<file path="config.mk">
export PLATFORM = sky130hd
export DESIGN_NAME = wb_queue
export DESIGN_NICKNAME = d
export VERILOG_FILES = /design/src/rtl/wb_queue.sv
export SDC_FILE = /design/constraint.sdc
export NUM_CORES = 1
export LEC_CHECK = 0
export ABC_AREA = 1
export ABC_CLOCK_PERIOD_IN_PS = 4200
export CAP_MARGIN = 20
export CORE_AREA = 2 2 245 223
export CTS_CLUSTER_SIZE = 40
export DETAILED_ROUTE_END_ITERATION = 12
export DIE_AREA = 0 0 247 225
export SETUP_SLACK_MARGIN = 0.2
export SLEW_MARGIN = 20
export SYNTH_ARGS = -nofsm -noshare
export SYNTH_HDL_FRONTEND = slang
export SYNTH_SLANG_ARGS = --single-unit
</file>
<file path="constraint.sdc">
create_clock -name clk -period 4.2 [get_ports clk]
set_clock_uncertainty 0.1 [all_clocks]
set_input_delay 0.42 -clock clk [delete_from_list [all_inputs] [get_ports clk]]
set_output_delay 0.42 -clock clk [all_outputs]
set_load 0.05 [all_outputs]
</file>
<file path="src/rtl/wb_queue.sv">
// Write-back queue: buffers pending register-file writes, drains one per cycle
// through a registered output stage, and forwards the youngest pending value.
module wb_queue #(
    parameter int DEPTH = 4,
    parameter int AW    = 2,
    parameter int DW    = 32
) (
    input  logic                       clk,
    input  logic                       reset,
    input  logic                       in_valid,
    output logic                       in_ready,
    input  logic [AW-1:0]              in_reg,
    input  logic [DW-1:0]              in_data,
    input  logic                       wb_stall,
    output logic                       RegWrite,
    output logic [AW-1:0]              WriteReg,
    output logic [DW-1:0]              WriteData,
    input  logic [AW-1:0]              fwd_addr1,
    input  logic [AW-1:0]              fwd_addr2,
    output logic                       fwd_hit1,
    output logic                       fwd_hit2,
    output logic [DW-1:0]              fwd_data1,
    output logic [DW-1:0]              fwd_data2,
    output logic [$clog2(DEPTH):0]     count
);
    localparam int PW = $clog2(DEPTH);
    localparam int CW = PW + 1;

    logic [AW-1:0] slotReg  [DEPTH];
    logic [DW-1:0] slotData [DEPTH];
    logic [PW-1:0] wrPtr;
    logic [PW-1:0] rdPtr;
    logic [CW-1:0] countReg;
    logic          pop;
    logic          push;

    assign pop      = (countReg != '0) && !wb_stall;
    assign in_ready = (countReg < CW'(DEPTH)) || pop;
    assign push     = in_valid && in_ready;
    assign count    = countReg;

    // Slot contents need no reset: countReg alone decides which slots are live.
    always_ff @(posedge clk) begin
        if (push && reset) begin
            slotReg[wrPtr]  <= in_reg;
            slotData[wrPtr] <= in_data;
        end
    end

    always_ff @(posedge clk) begin
        if (!reset) begin
            wrPtr     <= '0;
            rdPtr     <= '0;
            countReg  <= '0;
            RegWrite  <= 1'b0;
            WriteReg  <= '0;
            WriteData <= '0;
        end else begin
            if (push) begin
                wrPtr <= wrPtr + 1'b1;
            end
            if (pop) begin
                RegWrite  <= 1'b1;
                WriteReg  <= slotReg[rdPtr];
                WriteData <= slotData[rdPtr];
                rdPtr     <= rdPtr + 1'b1;
            end else begin
                RegWrite <= 1'b0;
            end
            if (push && !pop) begin
                countReg <= countReg + 1'b1;
            end else if (pop && !push) begin
                countReg <= countReg - 1'b1;
            end
        end
    end

    logic [AW-1:0] fwdAddr [2];
    assign fwdAddr[0] = fwd_addr1;
    assign fwdAddr[1] = fwd_addr2;

    genvar gi;
    generate
        for (gi = 0; gi < 2; gi++) begin : gFwd
            logic          hit;
            logic [DW-1:0] data;
            // Scan oldest to newest so the youngest matching entry wins;
            // the output stage is the oldest candidate of all.
            always_comb begin
                hit  = 1'b0;
                data = '0;
                if (RegWrite && (WriteReg == fwdAddr[gi])) begin
                    hit  = 1'b1;
                    data = WriteData;
                end
                for (int i = 0; i < DEPTH; i++) begin
                    if ((CW'(i) < countReg) &&
                        (slotReg[rdPtr + PW'(i)] == fwdAddr[gi])) begin
                        hit  = 1'b1;
                        data = slotData[rdPtr + PW'(i)];
                    end
                end
            end
        end
    endgenerate

    assign fwd_hit1  = gFwd[0].hit;
    assign fwd_data1 = gFwd[0].data;
    assign fwd_hit2  = gFwd[1].hit;
    assign fwd_data2 = gFwd[1].data;
endmodule
</file>
# After elaboration in Yosys (flattened, before gate mapping)
# Memory sizes are Yosys's and may differ from the RTL's. A register that Yosys moved wholly into a read port is not among the register bits.
# Index checks and enable logic that the tools add are counted.
# op_classes
addsub	6
mul	0
div_mod_pow	0
order_cmp	5
eq_ne	10
shifts	0
n_mux	29
n_bitwise	0
reduce_logical	21
# ops
operator	n
$mux W32	10
$eq A2 B2 Y1	10
$logic_and A1 B1 Y1	15
$mux W1	13
$mux W2	4
$lt A1 B3 Y1 const A	2
$lt A2 B3 Y1 const A	2
$mux W3	2
$add A2 B1 Y2 const B	2
$add A2 B2 Y2 const B	2
$add A3 B1 Y3 const B	1
$logic_not A1 Y1	3
$lt A3 B3 Y1 const B	1
$reduce_bool A3 Y1	1
$sub A3 B1 Y3 const B	1
$reduce_bool A2 Y1	1
$logic_or A1 B1 Y1	1
# totals
ff_bits	42
latchBits	0
mem_bits_rw	136
romBits	0
input_bits	42
word_cells	79
mem_count	2
# mem_list
name	depth	width	read_ports	rd_clocked_by_memory_dff	wr	line	rtl
slotData	4	32	4	1	1	30	logic [DW-1:0] slotData [DEPTH];
slotReg	4	2	4	1	1	29	logic [AW-1:0] slotReg [DEPTH];

# Depth between registers and ports, before layout
# Gate-level depths: netlist of the first run.
# logic_depth
word_depth	8
depth_mapped	17
mapped_depth_nobuf	13

# Worst setup path after synthesis of the first run
# OpenSTA, ideal clock, no wires.
# synth_timing
path_kind	reg2reg
from	register countReg[2], in the netlist count[2]
to	memory slotData[0][0] (enable)
arrival_time_ns	2.756
slack_ns	0.919
path_stages_with_launch	6
n_path_buf	0
cell_sequence	dfxtp_1 nand2_1 nand2_1 inv_1 nand2_1 nor2_1
# synth_between
elab_chain_len	7
elab_cells_between_ends	8
classes_between	1 x order compare; 2 x mux; 5 x reduce/logical
# synth_rtl
item	line	rtl
from (decl)	33	logic [CW-1:0] countReg;
from (signal assigned)	71	countReg <= countReg + 1'b1;
from (signal assigned)	73	countReg <= countReg - 1'b1;
parallel branches: the longest is 2 deep, another holds $lt A3 B3 Y1	n/a	
$logic_or A1 B1 Y1 (*)	38	assign in_ready = (countReg < CW'(DEPTH)) || pop;
named net in_ready	11	output logic in_ready,
$logic_and A1 B1 Y1 (*)	39	assign push = in_valid && in_ready;
$logic_and A1 B1 Y1 (*)	44	if (push && reset) begin
$mux W1 (*)	44	
$mux W1 (not written as such) (*)	46	slotData[wrPtr] <= in_data;
to (decl)	30	
# Mark *: on every way through the listed nets, which the timed path passes.

==> qor.txt, run 1 <==
Post-synthesis register bit count: 180
Max Cap Viol: 0
Area of the multi-input gates: 0.00691 mm2
Seq/Total Area, Yosys: 0.377
EDFF count, synth: 136
Final wirelength: 53200 um
Vias per cell: 4.93
Setup TNS: 0 ns
Tcrit/Tclk final: 0.914
GR peak layer: met2
WP data required: 3.68 ns
Core Area: 0.0528 mm2
Chip height: 225 um
Max Root-Sink Buffers: 2
Clock-pin slew on the worst setup and hold paths: 0.08 ns
Yosys warnings: 0
Clk_lat worst skew: 0.46 ns
Avg Synthesized Cell Area: 6.46 um2
Fillers: 5615
Syn Nets: 2086
Met3 Use GR: 0.0508
RePlAce Congestion: 0.876
Status: finished clean
Crit start category: flip-flop
Final Hold Fails: 0
Total track usage: 0.191
Storage element area: 0.00497 mm2
Most frequent cells in the layout: nand2_1 (829), o21ai_0 (235), inv_1 (192)
Final ANT Viol Nets: 0
Critical Path End Type: output port
Final HPWL DP: 35100 um
CTS tree: yes
CTS Root Cell: clkbuf_16
Starting Density: 0.249
Hold Crit Class: flip-flop to flip-flop
Htree depth: 4
Gr ovfl total: 0
Initial antenna violation count: 5
Fmax: 261 MHz
Wire length per cell: 18.9 um
Site Rows: 80
1st-pass router iterations: 5
Post-Synthesis Cells: 2035
IO Count: 147
Max-slew violation count: 0
Synth cell types: 32
Area Overhead vs Synth: 23.6%
Share of flip-flops with an asynchronous set or reset: 0
RSZ-0062 raised after global routing: no
Cts bufs inserted: 17
Predominant post-synthesis flop cell: edfxtp_1
Die Footprint: 0.0556 mm2
Critical Path Fanout Max: 29
Slew HR: 0.467
Final setup fails: 0
Met1 Track Usage GR: 0.254
DR DRC count: 0
Met2 GRT Util: 0.298
First-pass GRT wire length: 79400 um
Synth Cell Area: 0.0132 mm2
Crit Path Class: flip-flop to output port
Vias in the first global route: 12900
DRC violation total after the first TritonRoute iteration: 1638
Clk sinks: 180
Commonest non-fill, non-tap cell in the layout: nand2_1
Via count: 13900
Share of layout cells above drive strength 1: 0.0896
IO buf count: 146
Worst endpoint data arrival time: 3.32 ns
Fin nets: 2159
Die Wd: 247 um
Final min period: 3.84 ns
Worst-Margin Slew: 0.800 ns
Largest net degree at the start of global routing: 117
==> Yosys cell counts, types with 2 or more instances <==
master    count  area (um2)
nand2_4       3        33.8
nor3_1        5        25.0
a221oi_1     26         228
inv_2         6        22.5
buf_2        42         210
edfxtp_1    136        4080
xor2_1        7        61.3
nor2_2        4        25.0
buf_6         8        90.1
nand2_2       6        37.5
dfxtp_1      44         881
a32oi_1       3        26.3
ha_1          9         113
o21ai_0     235        1180
xor2_2        2        32.5
o21bai_1      3        22.5
inv_4         2        12.5
a211oi_1      4        30.0
o21ai_1      21         105
nor2_1       49         184
nand3_1     153         766
inv_1       193         724
nand2_1     831        3120
clkbuf_1     79         297
buf_1         4        15.0
buf_4         7        52.6
a21oi_1     148         741
==> registers in the layout, indices dropped and copies added (netlist names), named ones only <==
signal / cells
slotData: 128
WriteData: 32
wrPtr: 2
count: 3
WriteReg: 2
slotReg: 8
rdPtr: 2
RegWrite: 1
==> per-layer routing <==
metal	up-vias	share of wire
met5	-	0.00064
met4	6	0.027
met3	103	0.11
met2	740	0.44
met1	6286	0.42
li1	6759	-
==> worst max-delay path: stages (launching register included) <==
cell	delay (ns)
dfxtp_2	0.44
inv_2	0.42
nand3_1	0.28
nand2_1	0.21
nand2_1	0.09
nand3_1	0.21
nor2_4	0.07
buf_12	0.15
inv_4	0.29
nand2_1	0.09
nand3_1	0.09
nand2_1	0.05
nand2_1	0.13
nand2_1	0.11
buf_12	0.16
==> layout make-up <==
cell class / instances / share of cell area
Multi-Input combinational cell: 1513 / 0.425
Clock buffer: 17 / 0.0262
Antenna cell: 2 / 0.000308
Tap cell: 697 / 0.0536
Clock inverter: 15 / 0.00885
Inverter: 202 / 0.0475
Sequential cell: 180 / 0.306
Timing Repair Buffer: 194 / 0.133
==> final timing paths <==
path	from	to	slack [ns]	depth (start not counted)
min reg2reg	wrPtr[1]	wrPtr[1]	0.45	2
min	wrPtr[1]	wrPtr[1]	0.45	2
max	flip-flop	fwd_data2[10]	0.36	14
max reg2reg	rdPtr[1]	rdPtr[1]	1.93	5
==> through the flow <==
stage	instances	area [um2]	util	setup slack [ns]	hold slack (ns)
final	2820	16300	0.308	0.362	0.448
after global placement	2778	15500	0.294	0.469	0.407
after CTS	2811	16100	0.306	0.216	0.451
after detailed placement	2778	15500	0.294	0.477	0.432
after floorplan	2035	13200	-	0.919	0.390
after global routing	2819	16300	0.308	0.197	0.487
==> cell families after synthesis <==
kind of cell	share of synthesized area
xor+xnor	0.00780
flops	0.377
fa+ha+maj	0.00856
simple gates	0.321
buf+inv	0.109
compound gates	0.177
==> timing repair <==
action / 4_1_cts / 5_1_grt
hold buffers: 0 / 0
pin swaps: 0 / 2
endpoints found under the setup margin: 64 / 42
setup buffers: 1 / 5
resized for setup: 4 / 9
Power of run 1 is left out: the tool's default activity adds up to more than one toggle a clock period on the data nets, which glitch-free logic cannot reach.
==> run 2, diff against run 1 <==
MAX_ROUTING_LAYER = met4   (was not set)
==> qor.txt, run 2 (synthesis gave the netlist of run 1 again) <==
Share of layout cells above drive strength 1: 0.0910 (+0.00146)
Fmax: 254 MHz (-2.6%)
Hold Crit Class: flip-flop to flip-flop
Max-slew violation count: 0 (unchanged)
Most frequent cells in the layout: nand2_1 (829), o21ai_0 (235), inv_1 (192)
Wire length per cell: 19.4 um (+2.6%)
Register name with the most flops: slotData
Largest net degree at the start of global routing: 117 (unchanged)
WP data required: 3.68 ns (about the same)
Gr ovfl total: 0 (unchanged)
Vias in the first global route: 13000 (+0.71%)
Placed Cells: 2779 (+0.036%)
Hold Buf Count CTS: 0 (unchanged)
Max Cap Viol: 0 (unchanged)
Final wirelength: 54600 um (+2.6%)
Site Rows: 80 (unchanged)
Vias per cell: 4.99 (+1.3%)
Critical Path End Type: output port
RePlAce Congestion: 0.885 (+0.98%)
Layout Cells excl Fill: 2820 (unchanged)
Final HPWL DP: 35900 um (+2.2%)
Post-Route Utilization: 0.309 (about the same)
Via count: 14100 (+1.3%)
Max reg flops: 128 (unchanged)
Top flop regs: slotData (128), WriteData (32), slotReg (8)
Final setup fails: 0 (unchanged)
First-pass GRT wire length: 80600 um (+1.5%)
Setup TNS: 0 ns (unchanged)
Max Root-Sink Buffers: 2 (unchanged)
Worst-Margin Slew: 0.863 ns (+0.0633 ns)
DRC violation total after the first TritonRoute iteration: 1555 (-5.1%)
Critical Path Fanout Max: 65 (+120%)
Fin nets: 2158 (-0.046%)
Total track usage: 0.200 (+0.00968)
Cts bufs inserted: 17 (unchanged)
Htree depth: 4 (unchanged)
Commonest non-fill, non-tap cell in the layout: nand2_1
Starting Density: 0.249 (unchanged)
CTS Root Cell: clkbuf_16
Final Hold Fails: 0 (unchanged)
DR DRC count: 0 (unchanged)
Worst endpoint data arrival time: 3.42 ns (+0.10 ns)
1st-pass router iterations: 6 (+1)
Clk_lat worst skew: 0.46 ns (about the same)
Die Wd: 247 um (unchanged)
Slew HR: 0.424 (-0.0430)
CTS tree: yes
Area Overhead vs Synth: 23.7%
Final ANT Viol Nets: 0 (unchanged)
Final min period: 3.94 ns (+0.104 ns)
Core Area: 0.0528 mm2 (unchanged)
Clk sinks: 180 (unchanged)
Crit start category: flip-flop
Status: finished clean
IO Count: 147 (unchanged)
Die Footprint: 0.0556 mm2 (unchanged)
Clock-pin slew on the worst setup and hold paths: 0.08 ns (about the same)
Crit Path Class: flip-flop to output port
Initial antenna violation count: 3 (-2)
Tcrit/Tclk final: 0.939 (+0.0248)
Chip height: 225 um (unchanged)
IO buf count: 146 (unchanged)
RSZ-0062 raised after global routing: yes
-- run 2: cell count changes in the layout (fill, tap and decap cells not counted), sizes merged --
cell / previous run / this run
diode: 2 / 3
clkinvlp: 5 / 2
inv: 207 / 210
buf: 115 / 114
-- run 2: metrics by stage --
step           cell area [um2]  worst slack, ns  hold slack (ns)
6_report                 16300            0.258            0.450
4_1_cts                  16100            0.183            0.449
2_1_floorplan            13200            0.919            0.390
5_1_grt                  16300            0.157            0.481
3_3_place_gp             15500            0.616            0.415
3_5_place_dp             15500            0.532            0.438
-- run 2: cell type report --
class / instances / area [um2]
Clock buffer: 17 / 425
Inverter: 202 / 777
Fill cell: 5616 / 36500
Multi-Input combinational cell: 1513 / 6920
Sequential cell: 180 / 4970
Tap cell: 697 / 872
Timing Repair Buffer: 193 / 2150
Antenna cell: 3 / 7.51
Clock inverter: 15 / 158
-- run 2: worst max-delay path: stages (launching register included) --
cell and delay [ns]:
dfxtp_2 0.51, buf_4 0.30, nand2_1 0.18, nand2_2 0.17
buf_4 0.62, o21ai_0 0.52, nand2_1 0.18, nand2_1 0.18
buf_4 0.25
-- run 2: worst paths after layout --
path              startpoint             to  slack (ns)  cells past startpoint
hold reg to reg     wrPtr[1]       wrPtr[1]        0.45                      2
setup reg to reg    rdPtr[1]      flip-flop        1.89                      5
hold / removal      wrPtr[1]       wrPtr[1]        0.45                      2
setup / recovery    rdPtr[1]  fwd_data1[16]        0.26                      8
-- run 2: routing by layer --
layer	track usage	vias up	share of wire
met5	-	-	0
met4	0.0628	0	0.023
met3	0.0363	84	0.092
met2	0.303	733	0.44
met1	0.270	6503	0.44
li1	-	6760	-
-- run 2: what timing repair did --
| action | in CTS | in global routing |
|---|---|---|
| pin swaps | 0 | 1 |
| setup endpoints to repair | 45 | 66 |
| resized for setup | 3 | 11 |
| buffers inserted | 0 | 4 |
Power of run 2 is left out for the same reason.
